<file path="src/rtl/handwash_pkg.sv">
// rtl/handwash_pkg.sv - shared types and widths for the handwash poll sequencer
package handwash_pkg;

  typedef enum logic [1:0] {
    INIT  = 2'd0,
    REQ_L = 2'd1,
    REQ_R = 2'd2,
    IDLE  = 2'd3
  } state_t;

  localparam int DIST_W    = 16;
  localparam int GAIN_W    = 8;
  localparam int GAIN_FRAC = 7;

  // 1.0 in Q1.7
  localparam logic [GAIN_W-1:0] DEFAULT_GAIN = 8'd128;

endpackage

</file>
<file path="src/rtl/poll_down_counter.sv">
// rtl/poll_down_counter.sv - loadable down counter that saturates at zero
module poll_down_counter #(
  parameter int W = 8
) (
  input  logic         clk,
  input  logic         reset,
  input  logic         load,
  input  logic [W-1:0] value,
  input  logic         dec,
  output logic         zero
);

  logic [W-1:0] count;

  always_ff @(posedge clk) begin
    if (reset) begin
      count <= '0;
    end else if (load) begin
      count <= value;
    end else if (dec && (count != '0)) begin
      count <= count - W'(1);
    end
  end

  assign zero = (count == '0);

endmodule

</file>
<file path="src/rtl/handwash_poll_sequencer.sv">
// rtl/handwash_poll_sequencer.sv - polls left then right ranging channel each period and owns the per-hand gains
module handwash_poll_sequencer
  import handwash_pkg::*;
#(
  parameter int unsigned       POLL_INTERVAL   = 100000,
  parameter int unsigned       TIMEOUT         = 5000,
  parameter logic [GAIN_W-1:0] LEFT_GAIN_INIT  = DEFAULT_GAIN,
  parameter logic [GAIN_W-1:0] RIGHT_GAIN_INIT = DEFAULT_GAIN
) (
  input  logic              clk,
  input  logic              reset,
  output logic              sensorReq,
  output logic              sensorSel,
  input  logic              sensorValid,
  input  logic [DIST_W-1:0] sensorData,
  input  logic              cfgWrite,
  input  logic              cfgSel,
  input  logic [GAIN_W-1:0] cfgGain,
  output logic              acceptLeftHandDistance,
  output logic [DIST_W-1:0] leftHandDistance,
  output logic              acceptLeftHandGain,
  output logic [GAIN_W-1:0] leftHandGain,
  output logic              acceptRightHandDistance,
  output logic [DIST_W-1:0] rightHandDistance,
  output logic              acceptRightHandGain,
  output logic [GAIN_W-1:0] rightHandGain,
  output logic              leftFault,
  output logic              rightFault
);

  localparam int IW = $clog2(POLL_INTERVAL);
  localparam int TW = (TIMEOUT > 1) ? $clog2(TIMEOUT) : 1;

  state_t state;
  logic   in_req_state, arming, got_valid, tmo_zero, ivl_zero, ivl_load;

  // A REQ state with sensorReq low is its arming cycle; this also gives the gap between sides.
  assign in_req_state = (state == REQ_L) || (state == REQ_R);
  assign arming       = in_req_state && !sensorReq;
  assign got_valid    = sensorReq && sensorValid;
  assign ivl_load     = (state == REQ_R) && sensorReq && (sensorValid || tmo_zero);

  poll_down_counter #(.W(TW)) u_timeout (
    .clk   (clk),
    .reset (reset),
    .load  (arming),
    .value (TW'(TIMEOUT - 1)),
    .dec   (sensorReq),
    .zero  (tmo_zero)
  );

  poll_down_counter #(.W(IW)) u_interval (
    .clk   (clk),
    .reset (reset),
    .load  (ivl_load),
    .value (IW'(POLL_INTERVAL - 1)),
    .dec   (state == IDLE),
    .zero  (ivl_zero)
  );

  always_ff @(posedge clk) begin
    if (reset) begin
      state                   <= INIT;
      sensorReq               <= 1'b0;
      sensorSel               <= 1'b0;
      acceptLeftHandDistance  <= 1'b0;
      acceptRightHandDistance <= 1'b0;
      acceptLeftHandGain      <= 1'b0;
      acceptRightHandGain     <= 1'b0;
      leftHandDistance        <= '0;
      rightHandDistance       <= '0;
      leftHandGain            <= '0;
      rightHandGain           <= '0;
      leftFault               <= 1'b0;
      rightFault              <= 1'b0;
    end else begin
      acceptLeftHandDistance  <= 1'b0;
      acceptRightHandDistance <= 1'b0;
      acceptLeftHandGain      <= 1'b0;
      acceptRightHandGain     <= 1'b0;

      case (state)
        INIT: begin
          leftHandGain        <= LEFT_GAIN_INIT;
          rightHandGain       <= RIGHT_GAIN_INIT;
          acceptLeftHandGain  <= 1'b1;
          acceptRightHandGain <= 1'b1;
          state               <= REQ_L;
        end
        REQ_L: begin
          if (arming) begin
            sensorReq <= 1'b1;
            sensorSel <= 1'b0;
          end else if (got_valid || tmo_zero) begin
            // A timed-out read reports distance 0 so downstream shuts the water off.
            leftHandDistance       <= got_valid ? sensorData : '0;
            leftFault              <= !got_valid;
            acceptLeftHandDistance <= 1'b1;
            sensorReq              <= 1'b0;
            state                  <= REQ_R;
          end
        end
        REQ_R: begin
          if (arming) begin
            sensorReq <= 1'b1;
            sensorSel <= 1'b1;
          end else if (got_valid || tmo_zero) begin
            rightHandDistance       <= got_valid ? sensorData : '0;
            rightFault              <= !got_valid;
            acceptRightHandDistance <= 1'b1;
            sensorReq               <= 1'b0;
            state                   <= IDLE;
          end
        end
        IDLE: begin
          if (ivl_zero) state <= REQ_L;
        end
        default: state <= INIT;
      endcase

      // Runtime writes take precedence over the INIT defaults for the written side.
      if (cfgWrite) begin
        if (cfgSel) begin
          rightHandGain       <= cfgGain;
          acceptRightHandGain <= 1'b1;
        end else begin
          leftHandGain       <= cfgGain;
          acceptLeftHandGain <= 1'b1;
        end
      end
    end
  end

endmodule

</file>
<file path="config.mk">
export PLATFORM = sky130hd
export DESIGN_NAME = handwash_poll_sequencer
export DESIGN_NICKNAME = d
export VERILOG_FILES = /design/src/rtl/handwash_pkg.sv /design/src/rtl/poll_down_counter.sv /design/src/rtl/handwash_poll_sequencer.sv
export SDC_FILE = /design/constraint.sdc
export NUM_CORES = 1
export LEC_CHECK = 0
export CAP_MARGIN = 20
export CELL_PAD_IN_SITES_DETAIL_PLACEMENT = 0
export CELL_PAD_IN_SITES_GLOBAL_PLACEMENT = 1
export CORE_MARGIN = 8
export CORE_UTILIZATION = 41
export DETAILED_ROUTE_END_ITERATION = 6
export MAX_ROUTING_LAYER = met4
export PLACE_DENSITY = 0.83
export SLEW_MARGIN = 40
export SYNTH_ARGS = -nofsm -noshare
export SYNTH_HDL_FRONTEND = slang
export SYNTH_HIERARCHICAL = 1
export SYNTH_SLANG_ARGS = --single-unit
</file>
<file path="constraint.sdc">
create_clock -name clk -period 6.3 [get_ports clk]
set_input_delay 0.945 -clock clk [delete_from_list [all_inputs] [get_ports clk]]
set_output_delay 0.945 -clock clk [all_outputs]
set_load 0.02 [all_outputs]
</file>
* Word-level counts from Yosys, hierarchy flattened
Index checks and enable logic that the tools add are counted.
W data, S select, Z words.
** Operators by class
- Add/sub/neg operators :: 2
- Equal/unequal tests :: 10
- Muxes and demuxes :: 29
- Bitwise logic cells :: 3
- Reductions and logical operators :: 30
** Operators by type and width (number)
- $mux W8 :: 6
- $mux W17 :: 2
- $mux W13 :: 2
- $logic_not A17 Y1 :: 1
- $reduce_bool A17 Y1 :: 1
- $sub A17 B1 Y17 const B :: 1
- $mux W16 :: 1
- $logic_not A13 Y1 :: 1
- $reduce_bool A13 Y1 :: 1
- $sub A13 B1 Y13 const B :: 1
- $mux W1 :: 11
- $mux W2 :: 5
- $ne A2 B2 Y1 const B :: 5
- $reduce_or A2 Y1 :: 5
- $reduce_and A3 Y1 :: 3
- $pmux W2 S4 :: 1
- $reduce_bool A2 Y1 :: 4
- $logic_and A1 B1 Y1 :: 6
- $reduce_and A5 Y1 :: 1
- $eq A2 B2 Y1 const B :: 2
- $ne A2 B1 Y1 const B :: 2
- $logic_or A1 B1 Y1 :: 3
- $not A1 Y1 :: 3
- $eq A2 B1 Y1 const B :: 1
- 4 further kinds :: 5
** Storage, ports and cells
- Register bits :: 88
- Output and inout port bits :: 56

* Logic depth before layout (Yosys ltp)
- Depth after elaboration :: 5
- Gate-level depth with buffers :: 13

* Cells and area by module
Netlist, hierarchy kept.
** By module, submodules not included
- handwash_poll_sequencer :: instances 1, cells an instance 240, area each 2239.6 um2, seq. area each 1161.1 um2
- poll_down_counter (u_interval) :: instances 1, cells an instance 138, area each 1101.1 um2, seq. area each 340.3 um2
- poll_down_counter (u_timeout) :: instances 1, cells an instance 100, area each 833.3 um2, seq. area each 260.2 um2

* Worst setup path after synthesis
OpenSTA, ideal clock, no wires.
- Path type :: reg-to-reg
- From :: register u_timeout.count[0]
- To :: register u_interval.count[3]
- Setup time :: 0.095 ns
- Arrival time :: 2.714 ns
- Setup slack :: 3.490 ns
- Stages on the path, launching flop included :: 14
- Period minus slack after synthesis :: 2.810 ns
- Cell sequence :: dfxtp_1 inv_1 ha_1 nor4b_2 nand3_1 inv_1 or2_4 nand3_4 inv_2 buf_4 clkbuf_1 buf_1 a21oi_1 a221oi_1
** Between the ends
- Word-level cells in the longest chain between the ends :: 4
- Elaborated cells on any way between the ends :: 5
- Those cells by class :: 1 x mux; 4 x reduce/logical
** Ends and longest elaborated chain
- from (decl) :: line poll_down_counter.sv:13 : logic [W-1:0] count;
- from (signal assigned) :: line poll_down_counter.sv:19 : count <= value;
- from (signal assigned) :: line poll_down_counter.sv:21 : count <= count - W'(1);
- $logic_not A13 Y1 * :: line poll_down_counter.sv:25 : assign zero = (count == '0);
- net tmo_zero :: line handwash_poll_sequencer.sv:35 : logic in_req_state, arming, got_valid, tmo_zero, ivl_zero, ivl_load;
- $logic_or A1 B1 Y1 * :: line handwash_poll_sequencer.sv:41 : assign ivl_load = (state == REQ_R) && sensorReq && (sensorValid || tmo_zero);
- $logic_and A1 B1 Y1 * :: line handwash_poll_sequencer.sv:41
- net ivl_load :: line handwash_poll_sequencer.sv:35
- $mux W17 / $reduce_bool A2 Y1 (equally long branches)
- to (signal assigned) :: line poll_down_counter.sv:19
- to (signal assigned) :: line poll_down_counter.sv:21
- to (decl) :: line poll_down_counter.sv:13
Mark *: on every way through the listed nets, which the timed path passes. The rest lies on a longest branch.
A chain may end at the register's enable or synchronous reset.

* Worst setup path after layout
- From :: register u_timeout.count[0]
- To :: register u_interval.count[11]
** Between the ends
- Word-level cells in the longest chain between the ends :: 4
** Ends and longest elaborated chain (line)
- $logic_not A13 Y1 :: poll_down_counter.sv:25
- net tmo_zero :: handwash_poll_sequencer.sv:35
- $logic_or A1 B1 Y1 :: handwash_poll_sequencer.sv:41
- $logic_and A1 B1 Y1 :: handwash_poll_sequencer.sv:41
- $reduce_or A2 Y1 (no line)
The timed path passes the listed nets, and every way through them passes these cells.

==> metrics <==
status=completed; pwr/cell area=approximately 360 mW/mm^2; CTS max path bufs=2; Pleak=1.92 nW; Max-slew headroom=a little over half; die footprint=0.0137 sq mm; antenna violations before repair=0; Final period util=between 50 and 60%; Gate Count Post-Synth=478; Final Skew=~0.013 ns; total gr overflow=0; Avg Inst Size Synth=8.73 sq um; sequential share of the synthesized area=42.2%; Post-CTS Resized=0; MaxCap Viol Count=0; drt via density=about 5.3; clk sinks=88; final setup fails=0; DR iter-0 viols=198; H-tree Lvls=3; drt first pass iters=4; slowest stage delay, CP=approximately 0.64 ns; clk_lat worst skew=0.36 ns; total CTS buffers=9; critical path type=reg2reg; Worst-path clk slew=0.10 ns; Core Util, Final=52.8%; DRT antenna net count=0; largest cells by area after synthesis=dfxtp_1 42%, a21oi_1 5.4%, nor2_1 4.0%; TritonCTS clock tree=built; antenna diode count=0; vias in the first global route=3555; first-pass GRT wire length=17400 um; area leader, netlist=dfxtp_1; CP Max Fanout=37; routed length per instance=15.1 um; row cnt=37; Port Buffers=84; DRC=0; fmax=0.265 GHz; fraction of layout cells with a size suffix above 1=7.29%; final hold vios=0; Worst-Margin Slew=0.695 ns; crit-path cells=inv_1 > ha_1 > nor4b_2 > nand3_1 > inv_1 > or2_4 > nand3_4 > inv_2 > clkinv_1 > nand4_1 > nor4bb_1; area grow syn2layout=27.7%; core area=a little over 0.01 sq mm; Netlist Area Pre-Place=about 0.0042 sq mm; worst vdd ir=280 uV; Synth top area share=42.2%; Via Count=about 3800; Yosys cell types=73; Crit. End Element=flip-flop; drt total wl=10800 um; Critical Path RT=6.57 ns; chip width=117 um; setup tns final=0 ns; CP arrival=4.04 ns; Yosys warning total=6; ys flop type=dfxtp_1; max-slew violations=0; clk root buf=clkbuf_8; Final Net Count=608; largest net degree at the start of global routing=78; Placer Congestion=0.796; most frequent cell on the critical path=inv_1; unrepaired setup endpoints after global routing=false; minimum clock period=3.77 ns; Initial Util=41.4%; number of I/O pins=85; hold_buf cts=0; crit path max-delay cell type=clkinv_1; placed wire-length estimate=7640 um; Post CTS Setup Buffer Count=0; GR Util All Layers=16.2%; startpoint types=flip-flop; Hold WC Path Type=reg2reg; post-synthesis register bit count=88; number of enable flip-flop cells after synthesis=0; ys async rst share=0%; Die Height=117 um
==> state kept, by name, summed over array words and instances, names as in the netlist <==
register	flops
leftFault	1
acceptLeftHandDistance	1
leftHandGain	8
acceptLeftHandGain	1
u_interval/count	17
u_timeout/count	13
state	2
rightHandGain	8
leftHandDistance	16
acceptRightHandGain	1
acceptRightHandDistance	1
rightFault	1
sensorReq	1
rightHandDistance	16
sensorSel	1
==> Yosys cell counts (5+ instances only) <==
cell and n:
a211oi_1 10, inv_1 19, o31ai_1 8, nor4_1 7, nor3b_1 8, xnor2_1 6
nand3_1 18, a22o_1 16, buf_2 5, o21ai_0 7, a311oi_1 9, nor3_1 15
a221oi_1 6, dfxtp_1 88, a21oi_1 45, a31oi_1 5, nor2_1 45, clkbuf_1 21
nand3b_1 8, or3_1 6, ha_1 8, nand2_1 33
==> power by group <==
part	switching (mW)	internal [mW]
Combinational	0.489	0.326
Sequential	0.0870	0.634
Clock	0.218	0.150
==> cell usage in the layout (no fill, tap or decap), drive strengths merged, types with 9 or more instances in the layout <==
master,count
conb,30
clkbuf,9
inv,25
clkdlybuf4s50,83
nor3,16
nor3b,9
a311oi,9
dfxtp,88
nor2,46
a211oi,11
nand2,33
a21oi,46
a22o,16
nand3,19
==> critical path, delay by kind of cell, from the launching register on <==
family	cells	cell delay [ns]
buffers and inverters	4	1.46
DFF	1	0.34
and+or+nand+nor	6	1.75
adders and majority gates	1	0.14
==> routing by layer <==
metal	vias to the layer above	GRT usage, %	wire length [um]	part of all wire [%]
li1	1922	-	-	-
met3	14	3.49	526	4.9
met1	1783	19.3	4770	44
met2	78	26.6	5310	49
met5	-	-	0	0
met4	0	5.38	156	1.4
==> path summary, 6_finish.rpt <==
kind | end | depth (start not counted) | slack, ns | from
max reg2reg | u_interval/count[11]$_SDFFE_PP0P_ | 11 | 2.53 | u_timeout/count[0]$_SDFFE_PP0P_
min | rightHandDistance[11]$_SDFFE_PP0P_ | 2 | 0.46 | rightHandDistance[11]$_SDFFE_PP0P_
min reg2reg | rightHandDistance[11]$_SDFFE_PP0P_ | 2 | 0.46 | rightHandDistance[11]$_SDFFE_PP0P_
max | u_interval/count[11]$_SDFFE_PP0P_ | 11 | 2.53 | u_timeout/count[0]$_SDFFE_PP0P_
==> cell type report <==
cell class	instances	area, sq um
Fill cell	998	4760
Multi-Input combinational cell	363	2270
Sequential cell	88	1760
Timing Repair Buffer	86	855
Tap cell	136	170
Clock buffer	9	124
Inverter	23	86.3
Clock inverter	7	60.1
==> logic make-up (layout without fill, tap and decap cells) <==
group,count (synthesis),in the layout,synth area share (%)
AOI/OAI and AO/OA,129,129,21.4
xor gates and xnor gates,6,6,1.26
adders and majority gates,8,8,2.40
buffers and inverters,55,125,5.91
DFF,88,88,42.2
muxes,1,1,0.240
other,2,30,0.180
and+or+nand+nor,189,189,26.4
==> through the flow <==
stage,hold slack [ns],power (mW),setup slack [ns],cells,cell area [sq um]
finish,0.456,1.90,2.53,712,5330
global route,0.483,2.04,2.04,712,5330
CTS,0.458,1.92,2.54,712,5330
detailed placement,0.443,1.54,2.55,696,5140
global placement,0.438,1.52,2.73,696,5140
floorplan,0.479,1.33,3.49,506,4280
No activity file was read; power rests on OpenSTA's default activity.
==> edit: new RTL, same settings <==
Re-encode `state_t` (4 states) as one-hot, 4 bits wide.
--- a/src/rtl/handwash_pkg.sv
+++ b/src/rtl/handwash_pkg.sv
@@ -1,11 +1,11 @@
 // rtl/handwash_pkg.sv - shared types and widths for the handwash poll sequencer
 package handwash_pkg;
 
-  typedef enum logic [1:0] {
-    INIT  = 2'd0,
-    REQ_L = 2'd1,
-    REQ_R = 2'd2,
-    IDLE  = 2'd3
+  typedef enum logic [3:0] {
+    INIT  = 4'b0001,
+    REQ_L = 4'b0010,
+    REQ_R = 4'b0100,
+    IDLE  = 4'b1000
   } state_t;
 
   localparam int DIST_W    = 16;
Behaviour: no difference found for any inputs over 10 cycles, from zero or initial values and one cycle with reset high; not proved beyond that.
==> edit against the original RTL <==
Synthesized cell count up 3.1%. Design area grew 2.9%. Wire length is 5.5% higher. Sequential cell count grew 2. Worst setup slack worse by 190 ps. Sequential share of layout area down 0.21 points. Area after synthesis increased by 3.2%. First-iteration DRC count up 23%. Non-clock buffer count grew 1.
Power is not compared: it rests on default switching activity, and its combinational part moved more than twofold at a synthesized area within 25%.
==> edit: results (changes against the original RTL) <==
| Parameter | Value | Unit | Change |
| --- | --- | --- | --- |
| Length of routed met2 wiring | 5370 | um | was 5310 um |
| Violation count after the first detailed-route iteration | 244 | - | was 198 |
| Relative max-transition margin | 45.6 | % | was 53.3% |
| Setup slack of the worst register-to-register path | 2330 | ps | was 2530 ps |
| Global Route met2 Usage | 26.2 | % | was 26.6% |
| Placed cell area | 5280 | um2 | was 5140 um2 |
| Placed cell count | 704 | - | was 696 |
| Gate count of the mapped netlist | 493 | - | was 478 |
| Post-Route M1 WL | 5280 | um | was 4770 um |
| Most area-consuming cells after synthesis | dfxtp_1, o211ai_1, nand2_1 | - | was dfxtp_1, a21oi_1, nor2_1 |
| WL/cell | 15.8 | um | was 15.1 um |
| Routed wl met3 | 548 | um | was 526 um |
| Layout cell share with drive strength beyond 1 | 7.55 | % | was 7.29% |
| Skew final | 12.9 | ps | was 13.3 ps |
| Worst slack after detailed placement | 2360 | ps | was 2550 ps |
| Global Route met1 Usage | 20.3 | % | was 19.3% |
| GR Util All Layers | 16.6 | % | was 16.2% |
| End of the worst register-to-register path | u_interval/count[5] | - | was u_interval/count[11] |
| Highest net fanout along the worst path | 21 | - | was 37 |
| Number of global-route vias before repair | 3788 | - | was 3555 |
| Met3 demand-to-capacity share in global routing | 4.00 | % | was 3.49% |
| Hpwl dp | 7670 | um | was 7640 um |
| Routability cong. | 0.832 | - | was 0.796 |
| Wire length of the first global-routing pass | 18900 | um | was 17400 um |
| Synth cell types | 66 | - | was 73 |
| Fill cell total of the finished layout | 1012 | - | was 998 |
| Highest attainable clock frequency | 252 | MHz | was 265 MHz |
| Result of the run | finished, final reports clean | - | unchanged |
| Net count, final | 611 | - | was 608 |
==> edit: cells by family (layout without fill, tap and decap cells) <==
group                    count (synthesis)  count (layout)  share of synthesized area (%)
multiplexers                             1               1                          0.232
other                                    2              30                          0.174
AO/OA/AOI/OAI                          166             166                           28.0
buffers and inverters                   75             137                           7.09
flip-flops                              90              90                           41.8
adder cells (fa/ha/maj)                  3               3                          0.872
AND/OR/NAND/NOR                        149             149                           20.3
XOR/XNOR                                 7               7                           1.42
==> edit: worst min-delay path by stage <==
stage,slack (ps),startpoint,end
final,480,leftHandGain[2],leftHandGain[2]
after global placement,460,sensorSel,sensorSel
after floorplan,480,u_interval/count[16],u_interval/count[16]
after CTS,480,rightHandGain[1],rightHandGain[1]
after global routing,500,rightHandDistance[10],rightHandDistance[10]
after detailed placement,470,rightHandGain[1],rightHandGain[1]
==> edit: worst max-delay path, cell delays in order (launching register included) <==
cell and delay (ps):
dfxtp_1 350, inv_1 90, ha_1 130, nor4b_2 570, nand3_1 280, inv_1 170
o21a_1 170, nand2_1 350, inv_1 630, clkinv_1 630, o31a_1 260, a221oi_1 240
==> edit: report_power, final <==
part / internal, uW / switching [uW] / leakage, uW / total, uW
clock network: 223 / 206 / 0.000104 / 429
logic: 96.9 / 127 / 0.00107 / 224
registers: 592 / 29.5 / 0.000729 / 622
total: 912 / 362 / 0.00190 / 1270
==> edit: cell type report <==
class                           instances  area (um2)  area share (%)
Multi-Input combinational cell        356        2310            42.2
Sequential cell                        90        1800            32.8
Timing Repair Buffer                   87         858            15.6
Tap cell                              136         170            3.10
Inverter                               35         133            2.42
Clock buffer                           11         131            2.39
Clock inverter                          4        77.6            1.41
